### src/rtl/bp_meta_pipe_if.sv
// Fetch/EX-side bundle for bp_meta_pipe. BP_META_PIPE_STATS_EN adds the
// br_count/mp_count statistics outputs.
interface bp_meta_pipe_if #(
  parameter int IDX_W = 10
);
  logic [31:0]      pc_if;
  logic             fetch_valid;
  logic             is_branch_if;
  logic             gshare_pred_if;
  logic             local_pred_if;
  logic             final_pred_if;
  logic             stall;
  logic             flush;
  logic             is_branch_ex;
  logic             taken_ex;
  logic [IDX_W-1:0] GPT_index;
  logic [IDX_W-1:0] GPT_index_update;
  logic [31:0]      pc_ex;
  logic             Gshare;
  logic             Local;
  logic             taken;
  logic             update;
  logic             mispredict;
`ifdef BP_META_PIPE_STATS_EN
  logic [31:0]      br_count;
  logic [31:0]      mp_count;

  modport master (
    output pc_if, fetch_valid, is_branch_if, gshare_pred_if, local_pred_if,
           final_pred_if, stall, flush, is_branch_ex, taken_ex,
    input  GPT_index, GPT_index_update, pc_ex, Gshare, Local, taken, update,
           mispredict, br_count, mp_count
  );

  modport slave (
    input  pc_if, fetch_valid, is_branch_if, gshare_pred_if, local_pred_if,
           final_pred_if, stall, flush, is_branch_ex, taken_ex,
    output GPT_index, GPT_index_update, pc_ex, Gshare, Local, taken, update,
           mispredict, br_count, mp_count
  );
`else
  modport master (
    output pc_if, fetch_valid, is_branch_if, gshare_pred_if, local_pred_if,
           final_pred_if, stall, flush, is_branch_ex, taken_ex,
    input  GPT_index, GPT_index_update, pc_ex, Gshare, Local, taken, update,
           mispredict
  );

  modport slave (
    input  pc_if, fetch_valid, is_branch_if, gshare_pred_if, local_pred_if,
           final_pred_if, stall, flush, is_branch_ex, taken_ex,
    output GPT_index, GPT_index_update, pc_ex, Gshare, Local, taken, update,
           mispredict
  );
`endif
endinterface

### src/rtl/bp_meta_pipe.sv
// Gshare/Local/chooser metadata pipeline (IF->ID->EX) with speculative GBHR
// and mispredict repair. BP_META_PIPE_STATS_EN adds branch/mispredict counters.
module bp_meta_pipe #(
  parameter int HIST_LEN = 12,
  parameter int IDX_W    = 10
) (
  input  logic             clk,
  input  logic             rst,
  bp_meta_pipe_if.slave    bus
);

  typedef struct packed {
    logic                valid;
    logic [31:0]         pc;
    logic [IDX_W-1:0]    idx;
    logic [HIST_LEN-1:0] snap;
    logic                branch;
    logic                gshare;
    logic                lcl;
    logic                fin;
  } slot_t;

  slot_t               id_r;
  slot_t               ex_r;
  slot_t               cap_s;
  slot_t               ex_adv_s;
  logic [HIST_LEN-1:0] gbhr_r;
  logic [HIST_LEN-1:0] gbhr_nxt_s;
  logic [IDX_W-1:0]    idx_s;
  logic                upd_s;
  logic                mp_s;
  logic                kill_s;
  logic                accept_s;

  // Lookup index and EX-stage resolution
  always_comb begin
    idx_s    = bus.pc_if[IDX_W+1:2] ^ gbhr_r[IDX_W-1:0];
    upd_s    = ex_r.valid & ex_r.branch & bus.is_branch_ex & ~bus.stall;
    mp_s     = upd_s & (bus.taken_ex != ex_r.fin);
    kill_s   = bus.flush | mp_s;
    accept_s = bus.fetch_valid & ~bus.stall & ~kill_s;
  end

  // IF capture and the ID->EX advance
  always_comb begin
    cap_s         = '0;
    cap_s.valid   = accept_s;
    cap_s.pc      = bus.pc_if;
    cap_s.idx     = idx_s;
    cap_s.snap    = gbhr_r;
    cap_s.branch  = bus.is_branch_if;
    cap_s.gshare  = bus.gshare_pred_if;
    cap_s.lcl     = bus.local_pred_if;
    cap_s.fin     = bus.final_pred_if;
    ex_adv_s       = id_r;
    ex_adv_s.valid = id_r.valid & ~kill_s;
  end

  // Next history: repair wins over speculative shift; shifts drop the MSB
  always_comb begin
    gbhr_nxt_s = gbhr_r;
    if (mp_s) begin
      gbhr_nxt_s = (ex_r.snap << 1) | {{(HIST_LEN-1){1'b0}}, bus.taken_ex};
    end else if (accept_s && bus.is_branch_if) begin
      gbhr_nxt_s = (gbhr_r << 1) | {{(HIST_LEN-1){1'b0}}, bus.final_pred_if};
    end else begin
      gbhr_nxt_s = gbhr_r;
    end
  end

  // Slot and history registers; a stall holds both slots but kill still empties ID
  always_ff @(posedge clk or negedge rst) begin
    if (!rst) begin
      id_r   <= '0;
      ex_r   <= '0;
      gbhr_r <= '0;
    end else begin
      gbhr_r <= gbhr_nxt_s;
      if (!bus.stall) begin
        id_r <= cap_s;
        ex_r <= ex_adv_s;
      end else begin
        id_r       <= id_r;
        id_r.valid <= id_r.valid & ~kill_s;
        ex_r       <= ex_r;
      end
    end
  end

  assign bus.GPT_index        = idx_s;
  assign bus.GPT_index_update = ex_r.idx;
  assign bus.pc_ex            = ex_r.pc;
  assign bus.Gshare           = ex_r.gshare;
  assign bus.Local            = ex_r.lcl;
  assign bus.taken            = bus.taken_ex;
  assign bus.update           = upd_s;
  assign bus.mispredict       = mp_s;

`ifdef BP_META_PIPE_STATS_EN
  logic [31:0] br_cnt_r;
  logic [31:0] mp_cnt_r;

  // Saturating statistics counters
  always_ff @(posedge clk or negedge rst) begin
    if (!rst) begin
      br_cnt_r <= 32'd0;
      mp_cnt_r <= 32'd0;
    end else begin
      if (upd_s && (br_cnt_r != 32'hFFFF_FFFF)) begin
        br_cnt_r <= br_cnt_r + 32'd1;
      end else begin
        br_cnt_r <= br_cnt_r;
      end
      if (mp_s && (mp_cnt_r != 32'hFFFF_FFFF)) begin
        mp_cnt_r <= mp_cnt_r + 32'd1;
      end else begin
        mp_cnt_r <= mp_cnt_r;
      end
    end
  end

  assign bus.br_count = br_cnt_r;
  assign bus.mp_count = mp_cnt_r;
`endif

endmodule

### src/flat_wrapper.sv
// flat-port wrapper written by rule: the top's interface ports become plain ports
module bp_meta_pipe_flat 
#(
  parameter int HIST_LEN = 12,
  parameter int IDX_W    = 10
)
  (clk, rst, bus_pc_if, bus_fetch_valid, bus_is_branch_if, bus_gshare_pred_if, bus_local_pred_if, bus_final_pred_if, bus_stall, bus_flush, bus_is_branch_ex, bus_taken_ex, bus_GPT_index, bus_GPT_index_update, bus_pc_ex, bus_Gshare, bus_Local, bus_taken, bus_update, bus_mispredict);
  bp_meta_pipe_if #(.IDX_W(IDX_W)) bus_i ();
  input  logic clk;
  input  logic rst;
  input wire logic [$bits(bus_i.pc_if)-1:0] bus_pc_if;
  input wire logic [$bits(bus_i.fetch_valid)-1:0] bus_fetch_valid;
  input wire logic [$bits(bus_i.is_branch_if)-1:0] bus_is_branch_if;
  input wire logic [$bits(bus_i.gshare_pred_if)-1:0] bus_gshare_pred_if;
  input wire logic [$bits(bus_i.local_pred_if)-1:0] bus_local_pred_if;
  input wire logic [$bits(bus_i.final_pred_if)-1:0] bus_final_pred_if;
  input wire logic [$bits(bus_i.stall)-1:0] bus_stall;
  input wire logic [$bits(bus_i.flush)-1:0] bus_flush;
  input wire logic [$bits(bus_i.is_branch_ex)-1:0] bus_is_branch_ex;
  input wire logic [$bits(bus_i.taken_ex)-1:0] bus_taken_ex;
  output wire logic [$bits(bus_i.GPT_index)-1:0] bus_GPT_index;
  output wire logic [$bits(bus_i.GPT_index_update)-1:0] bus_GPT_index_update;
  output wire logic [$bits(bus_i.pc_ex)-1:0] bus_pc_ex;
  output wire logic [$bits(bus_i.Gshare)-1:0] bus_Gshare;
  output wire logic [$bits(bus_i.Local)-1:0] bus_Local;
  output wire logic [$bits(bus_i.taken)-1:0] bus_taken;
  output wire logic [$bits(bus_i.update)-1:0] bus_update;
  output wire logic [$bits(bus_i.mispredict)-1:0] bus_mispredict;
  assign bus_i.pc_if = bus_pc_if;
  assign bus_i.fetch_valid = bus_fetch_valid;
  assign bus_i.is_branch_if = bus_is_branch_if;
  assign bus_i.gshare_pred_if = bus_gshare_pred_if;
  assign bus_i.local_pred_if = bus_local_pred_if;
  assign bus_i.final_pred_if = bus_final_pred_if;
  assign bus_i.stall = bus_stall;
  assign bus_i.flush = bus_flush;
  assign bus_i.is_branch_ex = bus_is_branch_ex;
  assign bus_i.taken_ex = bus_taken_ex;
  assign bus_GPT_index = bus_i.GPT_index;
  assign bus_GPT_index_update = bus_i.GPT_index_update;
  assign bus_pc_ex = bus_i.pc_ex;
  assign bus_Gshare = bus_i.Gshare;
  assign bus_Local = bus_i.Local;
  assign bus_taken = bus_i.taken;
  assign bus_update = bus_i.update;
  assign bus_mispredict = bus_i.mispredict;
  bp_meta_pipe #(.HIST_LEN(HIST_LEN), .IDX_W(IDX_W)) u_core (.clk(clk), .rst(rst), .bus(bus_i));
endmodule
### config.mk
export PLATFORM = sky130hd
export DESIGN_NAME = bp_meta_pipe_flat
export DESIGN_NICKNAME = d
export VERILOG_FILES = /design/src/rtl/bp_meta_pipe_if.sv /design/src/rtl/bp_meta_pipe.sv /design/src/flat_wrapper.sv
export SDC_FILE = /design/constraint.sdc
export NUM_CORES = 1
export LEC_CHECK = 0
export BUFFER_PORTS_ARGS = -buffer_cell sky130_fd_sc_hd__buf_2
export CELL_PAD_IN_SITES_DETAIL_PLACEMENT = 1
export CELL_PAD_IN_SITES_GLOBAL_PLACEMENT = 1
export CORE_AREA = 2 2 125 127
export CTS_CLUSTER_SIZE = 25
export DETAILED_ROUTE_END_ITERATION = 8
export DIE_AREA = 0 0 127 129
export GPL_ROUTABILITY_DRIVEN = 0
export GPL_TIMING_DRIVEN = 0
export PLACE_DENSITY_LB_ADDON = 0.1
export SYNTH_ARGS = -nofsm -noshare
export SYNTH_HDL_FRONTEND = slang
export SYNTH_SLANG_ARGS = --single-unit
### constraint.sdc
create_clock -name clk -period 1.7 [get_ports clk]
set_clock_uncertainty 0.1 [all_clocks]
set_input_delay 0 -clock clk [delete_from_list [all_inputs] [get_ports clk]]
set_output_delay 0 -clock clk [all_outputs]
set_load 0.02 [all_outputs]
==> results of run 1 <==
[path summary, 6_finish.rpt]
kind	endpoint	slack, ns	cells after the start
hold / removal	u_core.bus.pc_ex[24]	0.02	2
min in group clk	u_core.gbhr_r[1]	0.03	4
hold reg to reg	u_core.ex_r[58]	0.39	2
max in group asynchronous	u_core.bus.pc_ex[2]	0.78	3
setup / recovery	u_core.gbhr_r[3]	0.10	6
setup reg to reg	u_core.gbhr_r[7]	0.28	4
[layout make-up]
cell class              count  area share
flip-flops and latches    122       0.435
multi-input cells         157       0.240
repair buffers            145       0.139
clock buffers              26      0.0769
plain buffers              58      0.0594
well taps                 188      0.0335
clock inverters             6      0.0150
inverters                   2     0.00178
[flip-flops by register name, summed over array words and instances (netlist names)]
signal,cells
u_core.ex_adv_s,55
u_core.bus.pc_ex,32
u_core.ex_r,12
u_core.bus.GPT_index_update,10
u_core.gbhr_r,10
u_core.bus.Gshare,1
u_core.bus.Local,1
u_core.id_r,1
[cell usage after synthesis (all sizes together)]
| library cell | number | share of area |
|---|---|---|
| dfrtp | 122 | 0.59 |
| mux2 | 120 | 0.26 |
| buf | 58 | 0.080 |
| xor2 | 11 | 0.020 |
| mux2i | 7 | 0.014 |
| nand3 | 4 | 0.0039 |
| o21ai | 4 | 0.0039 |
| nor2b | 3 | 0.0037 |
| inv | 2 | 0.0015 |
| nand2 | 2 | 0.0019 |
| and4b | 1 | 0.0019 |
| nand3b | 1 | 0.0015 |
| nor3 | 1 | 0.00097 |
| nor4bb | 1 | 0.0049 |
| o211ai | 1 | 0.0015 |
| o41ai | 1 | 0.0032 |
[per-layer routing]
metal / up-vias / track usage / share of wire
met5: - / 0 / 0
met1: 1609 / 0.179 / 0.44
met4: 0 / 0.0705 / 0.025
met2: 75 / 0.225 / 0.49
met3: 21 / 0.0387 / 0.047
li1: 1466 / - / -
[cell families (layout without fill, tap and decap cells)]
family                 after synthesis  after routing  share of synthesized area
AO/OA/AOI/OAI                        6              6                    0.00852
XOR/XNOR                            11             11                     0.0202
buffers and inverters               60            237                     0.0818
flip-flops                         122            122                      0.594
multiplexers                       127            127                      0.277
AND/OR/NAND/NOR                     13             13                     0.0187
[critical path: stages]
cell and delay [ns]:
dlygate4sd3_1 0.53, buf_2 0.15, nor4bb_4 0.31, buf_6 0.20, mux2_1 0.33, mux2_2 0.26
[power breakdown]
group	leakage (nW)	switching [mW]	internal (mW)
sequential	1.44	0.310	3.45
combinational	1.50	0.851	1.02
clock	0.322	1.22	2.61
[layout by cell type, fill, tap and decap left out, drive strengths merged]
cell           n
xor2          11
nor2b          3
o41ai          1
nor3           1
o211ai         1
nor4bb         1
bufinv         3
clkinv         3
o21ai          4
dlygate4sd3   40
buf          163
mux2i          7
inv            2
and4b          1
mux2         120
dfrtp        122
clkbuf        26
nand3          4
nand3b         1
nand2          2
[what timing repair did]
item | in CTS | in global routing
resized for setup | 4 | 3
endpoints found under the hold margin | 171 | 0
buffers inserted | 1 | 5
setup endpoints to repair | 1 | 4
pin swaps | 1 | 0
hold buffers | 40 | 0
[per-stage QoR]
stage	area, um^2	hold slack (ns)	setup TNS [ns]	setup WS [ns]
2_1_floorplan	5140	-0.396	0	0.312
3_3_place_gp	5860	0.132	-131.83	-1.09
3_5_place_dp	5900	-0.0992	0	0.131
4_1_cts	6970	0.0209	0	0.0383
5_1_grt	7020	0.0366	0	0.0138
6_report	7020	0.0212	0	0.103
==> metrics.md, run 1 <==
| Metric | Value |
|---|---|
| Final Critical Period | `1.60 ns` |
| Multi-input gate area | `1680 um^2` |
| Drt pass-1 iters | `4` |
| Antenna violations before repair | `0` |
| Vias in the first global route | `~3,400` |
| Slew Limit Fails | `0` |
| First-pass GRT wire length | `roughly 18,000 um` |
| VDD IR-drop max | `between 0.6 and 0.7 mV` |
| Number of inserted diodes | `0` |
| Gate Count Post-Synth | `~340` |
| Crit path DAT | `approximately 1.8 ns` |
| Nets | `around 550` |
| Vias | `3,171` |
| Vias per cell | `4.50` |
| Register area | `between 3000 and 4000 um^2` |
| Synth Register Bits | `between 100 and 150` |
| Die Ht | `129 um` |
| HPWL after DPL | `just under 7000 um` |
| Outcome | `complete, no violations` |
| Critical path fanouts, max | `9` |
| Synthesized cell area | `around 5100 um^2` |
| Worst-path clk slew | `roughly 0.05 ns` |
| Clk Latency, worst-skew pair | `around 0.40 ns` |
| Required time of the critical path | `between 1.5 and 2 ns` |
| Root buf cell | `clkbuf_16` |
| Rows | `45` |
| Wire per inst | `14.9 um` |
| All-Layer GR Usage | `0.141` |
| Layout cell share with drive strength beyond 1 | `0.612` |
| Distinct cells, synth | `22` |
| Measured slew at the worst slew-check pin | `~0.54 ns` |
| Placed cells | `approximately 630` |
| Startpoint Class | `input port` |
| Share of the yosys chip area belonging to registers | `0.594` |
| Critical Path Start | `bus_flush` |
| H-Tree Depth | `4` |
| Finished Core Util | `0.469` |
| Grt ovf | `0` |
| CTS buffer count | `17` |
| # port buffers | `just under 100` |
| Initial Util | `0.343` |
| Mean post-synth cell area | `15.2 um^2` |
| Final Power | `between 9 and 10 mW` |
| Routed Antenna Nets | `0` |
| Die area | `between 15,000 and 20,000 um^2` |
| Top achievable clock speed | `626 MHz` |
| Sink Count | `122` |
| Area delta synth->final | `36.5%` |
| Final WL | `~11,000 um` |
| Ys Warns | `0` |
| Mapped Nets | `around 380` |
| Fillers | `~1,500` |
| Core box area | `roughly 15,000 um^2` |
| Relative slew slack | `0.643` |
| Leakage power | `between 3 and 4 nW` |
| Fin crit share | `0.939` |
| Critical setup path kind | `input port to flip-flop` |
| Max-cap violations | `0` |
| Hold Crit Class | `input port to asynchronous set/reset pin` |
| Pwr Density | `about 1300 nW/um^2` |
| Residual DRC | `0` |
| # setup viols final | `0` |
| CP Capture Type | `flip-flop` |
| Worst reg2reg path startpoint | `u_core.ex_r[58]` |
| RSZ-0062 raised after global routing | `no` |
| CTS Buffer Depth | `2` |
| # IOs | `100` |
| Initial drt markers | `66` |
| Final hold violations | `0` |
| Layout Cells excl Fill | `704` |
| Pin count of the biggest net entering global routing | `a little under 70` |
| CTS tree | `yes` |
| DIE WIDTH | `between 100 and 150 um` |
No activity file was read; power rests on OpenSTA's default activity.
==> inputs of run 2 (changes only) <==
--- a/config.mk
+++ b/config.mk
@@ -8,10 +8,10 @@
 export BUFFER_PORTS_ARGS = -buffer_cell sky130_fd_sc_hd__buf_2
 export CELL_PAD_IN_SITES_DETAIL_PLACEMENT = 1
 export CELL_PAD_IN_SITES_GLOBAL_PLACEMENT = 1
-export CORE_AREA = 2 2 125 127
+export CORE_AREA = 2 2 110 112
 export CTS_CLUSTER_SIZE = 25
 export DETAILED_ROUTE_END_ITERATION = 8
-export DIE_AREA = 0 0 127 129
+export DIE_AREA = 0 0 112 114
 export GPL_ROUTABILITY_DRIVEN = 0
 export GPL_TIMING_DRIVEN = 0
 export PLACE_DENSITY_LB_ADDON = 0.1
==> run 2 against run 1 <==
  * Routed wire length shrank 3.1%
  * Die area shrank 22%
  * Combinational power is essentially flat
  * Sequential power is essentially flat
  * Global-route usage grew 3.2 points
  * Sequential cell count is the same
  * Highest routed layer unchanged
==> metrics.md, run 2 (synthesized netlist as in run 1, its figures left out) <==
| Metric | Value |
|---|---|
| Setup ws final | `0.0442 ns (was 0.103 ns)` |
| Measured slew at the worst slew-check pin | `0.477 ns (was 0.535 ns)` |
| Max reg flops | `55 (unchanged)` |
| Vias | `3,120 (was 3,171)` |
| CTS buffer count | `17 (unchanged)` |
| Crit path DAT | `1.84 ns (was 1.79 ns)` |
| # IOs | `100 (unchanged)` |
| Final Critical Period | `1.66 ns (was 1.60 ns)` |
| Nets | `543 (was 546)` |
| Max-cap violations | `0 (unchanged)` |
| Initial Util | `0.439 (was 0.343)` |
| Register-to-Register Path Depth | `4 (unchanged)` |
| Die area | `12,800 um^2 (was 16,400 um^2)` |
| Final hold violations | `0 (unchanged)` |
| DIE WIDTH | `112 um (was 127 um)` |
| Vias per cell | `4.73 (was 4.50)` |
| CTS tree | `yes (unchanged)` |
| Wire per inst | `15.4 um (was 14.9 um)` |
| Placed cells | `585 (was 626)` |
| Sink Count | `122 (unchanged)` |
| Relative slew slack | `0.682 (was 0.643)` |
| Die Ht | `114 um (was 129 um)` |
| Cells on Worst Hold Path | `3` |
| WHS | `0.0223 ns (was 0.0212 ns)` |
| Pwr Density | `1350 nW/um^2 (about the same)` |
| Number of inserted diodes | `0 (unchanged)` |
| Dpl ws | `0.175 ns (was 0.131 ns)` |
| VDD IR-drop max | `0.681 mV (was 0.661 mV)` |
| Critical path fanouts, max | `10 (was 9)` |
| Layout cell share with drive strength beyond 1 | `0.602 (was 0.612)` |
| Initial drt markers | `45 (was 66)` |
| # setup viols final | `0 (unchanged)` |
| Worst reg2reg path startpoint | `u_core.ex_r[58] (unchanged)` |
| Vias in the first global route | `3,424 (was 3,405)` |
| Required time of the critical path | `1.89 ns (about the same)` |
| Layout Cells excl Fill | `660 (was 704)` |
| # port buffers | `98 (unchanged)` |
| Finished Core Util | `0.592 (was 0.469)` |
| Worst Hold Endpoint | `u_core.bus.GPT_index_update[6]` |
| Startpoint Class | `input port (unchanged)` |
| DP Area | `5850 um^2 (was 5900 um^2)` |
| R2r endpoint | `u_core.gbhr_r[1] (was u_core.gbhr_r[7])` |
| H-Tree Depth | `4 (unchanged)` |
| Hold Crit Class | `input port to flip-flop (was input port to asynchronous set/reset pin)` |
| CTS Buffer Depth | `2 (unchanged)` |
| RSZ-0062 raised after global routing | `no (unchanged)` |
| Grt ovf | `0 (unchanged)` |
| Outcome | `complete, no violations (unchanged)` |
| Root buf cell | `clkbuf_16 (unchanged)` |
| Final WL | `10,200 um (was 10,500 um)` |
| Drt pass-1 iters | `4 (unchanged)` |
| Routed Antenna Nets | `0 (unchanged)` |
| All-Layer GR Usage | `0.174 (was 0.141)` |
| Worst Hold Launch | `bus_stall` |
| Most common cell after layout, fill and taps aside | `dfrtp_1 (unchanged)` |
| Leakage power | `3.23 nW (was 3.26 nW)` |
| Core box area | `11,700 um^2 (was 15,000 um^2)` |
| CP Capture Type | `flip-flop (unchanged)` |
| HPWL after DPL | `6630 um (was 6880 um)` |
| Slew Limit Fails | `0 (unchanged)` |
| Antenna violations before repair | `0 (unchanged)` |
| Fin crit share | `0.974 (was 0.939)` |
| Clk Latency, worst-skew pair | `0.41 ns (was 0.40 ns)` |
| Residual DRC | `0 (unchanged)` |
| Critical setup path kind | `input port to flip-flop (unchanged)` |
| First-pass GRT wire length | `17,000 um (was 17,500 um)` |
| Final instance area | `6930 um^2 (was 7020 um^2)` |
| Area delta synth->final | `34.8% (was 36.5%)` |
| Pin count of the biggest net entering global routing | `99 (was 69)` |
| Most frequent cells in the layout | `dfrtp_1 (121), mux2_2 (116), buf_2 (108) (unchanged)` |
| Worst-path clk slew | `0.05 ns (about the same)` |
| Rows | `40 (was 45)` |
| R2r setup slk | `0.28 ns (about the same)` |
| Top achievable clock speed | `604 MHz (was 626 MHz)` |
-- run 2: cell count changes in the layout (fill, tap and decap cells not counted), sizes merged --
| cell | previous run | this run |
|---|---|---|
| buf | 163 | 159 |
| bufinv | 3 | 4 |
| dlygate4sd3 | 40 | 41 |
| clkinv | 3 | 4 |
| clkbuf | 26 | 24 |
-- run 2: worst max-delay path: stages --
cell	delay [ns]
dlygate4sd3_1	0.54
buf_2	0.16
nor4bb_4	0.32
buf_6	0.22
mux2_1	0.33
mux2_2	0.26
-- run 2: report_power, final --
part	switching (mW)	leakage (nW)	internal (mW)	total, mW
Clock	1.18	0.308	2.56	3.74
Combinational	0.850	1.48	1.02	1.87
Sequential	0.310	1.44	3.45	3.76
-- run 2: worst max path at each step --
stage | from | endpoint | slack, ns | cells past startpoint
6_report | bus_flush | u_core.gbhr_r[8] | 0.04 | 6
5_1_grt | bus_flush | u_core.gbhr_r[8] | 0.002 | 6
4_1_cts | u_core.ex_r[3] | bus_mispredict | 0.01 | 5
3_5_place_dp | bus_flush | u_core.gbhr_r[7] | 0.18 | 5
3_3_place_gp | rst | u_core.ex_adv_s[55] | -1.03 | 1
2_1_floorplan | bus_stall | u_core.gbhr_r[3] | 0.31 | 5
-- run 2: per-stage QoR --
step | TNS [ns] | power, mW
6_report | 0 | 9.38
5_1_grt | 0 | 9.83
4_1_cts | 0 | 9.51
3_5_place_dp | 0 | 5.62
3_3_place_gp | -124.07 | 5.53
2_1_floorplan | 0 | 5.02
-- run 2: cell type report --
class                   count  area [um^2]
fillers                  1167         4780
flip-flops and latches    122         3050
multi-input cells         157         1680
repair buffers            142          965
clock buffers              24          482
plain buffers              58          413
well taps                 147          184
clock inverters             8          140
inverters                   2         10.0
-- run 2: per-layer routing --
metal  wire length, um  up-vias  part of all wire  track usage
li1                  -     1461                 -            -
met1              4240     1584              0.42        0.206
met2              5400       65              0.53        0.303
met3               415       10             0.041       0.0441
met4               125        0             0.012       0.0732
met5                 0        -                 0            0
-- run 2: what timing repair did --
| item | 4_1_cts | 5_1_grt |
|---|---|---|
| endpoints found under the hold margin | 171 | 0 |
| buffers inserted | 1 | 0 |
| setup endpoints to repair | 1 | 1 |
| resized for setup | 3 | 2 |
| pin swaps | 1 | 0 |
| hold buffers | 42 | 0 |
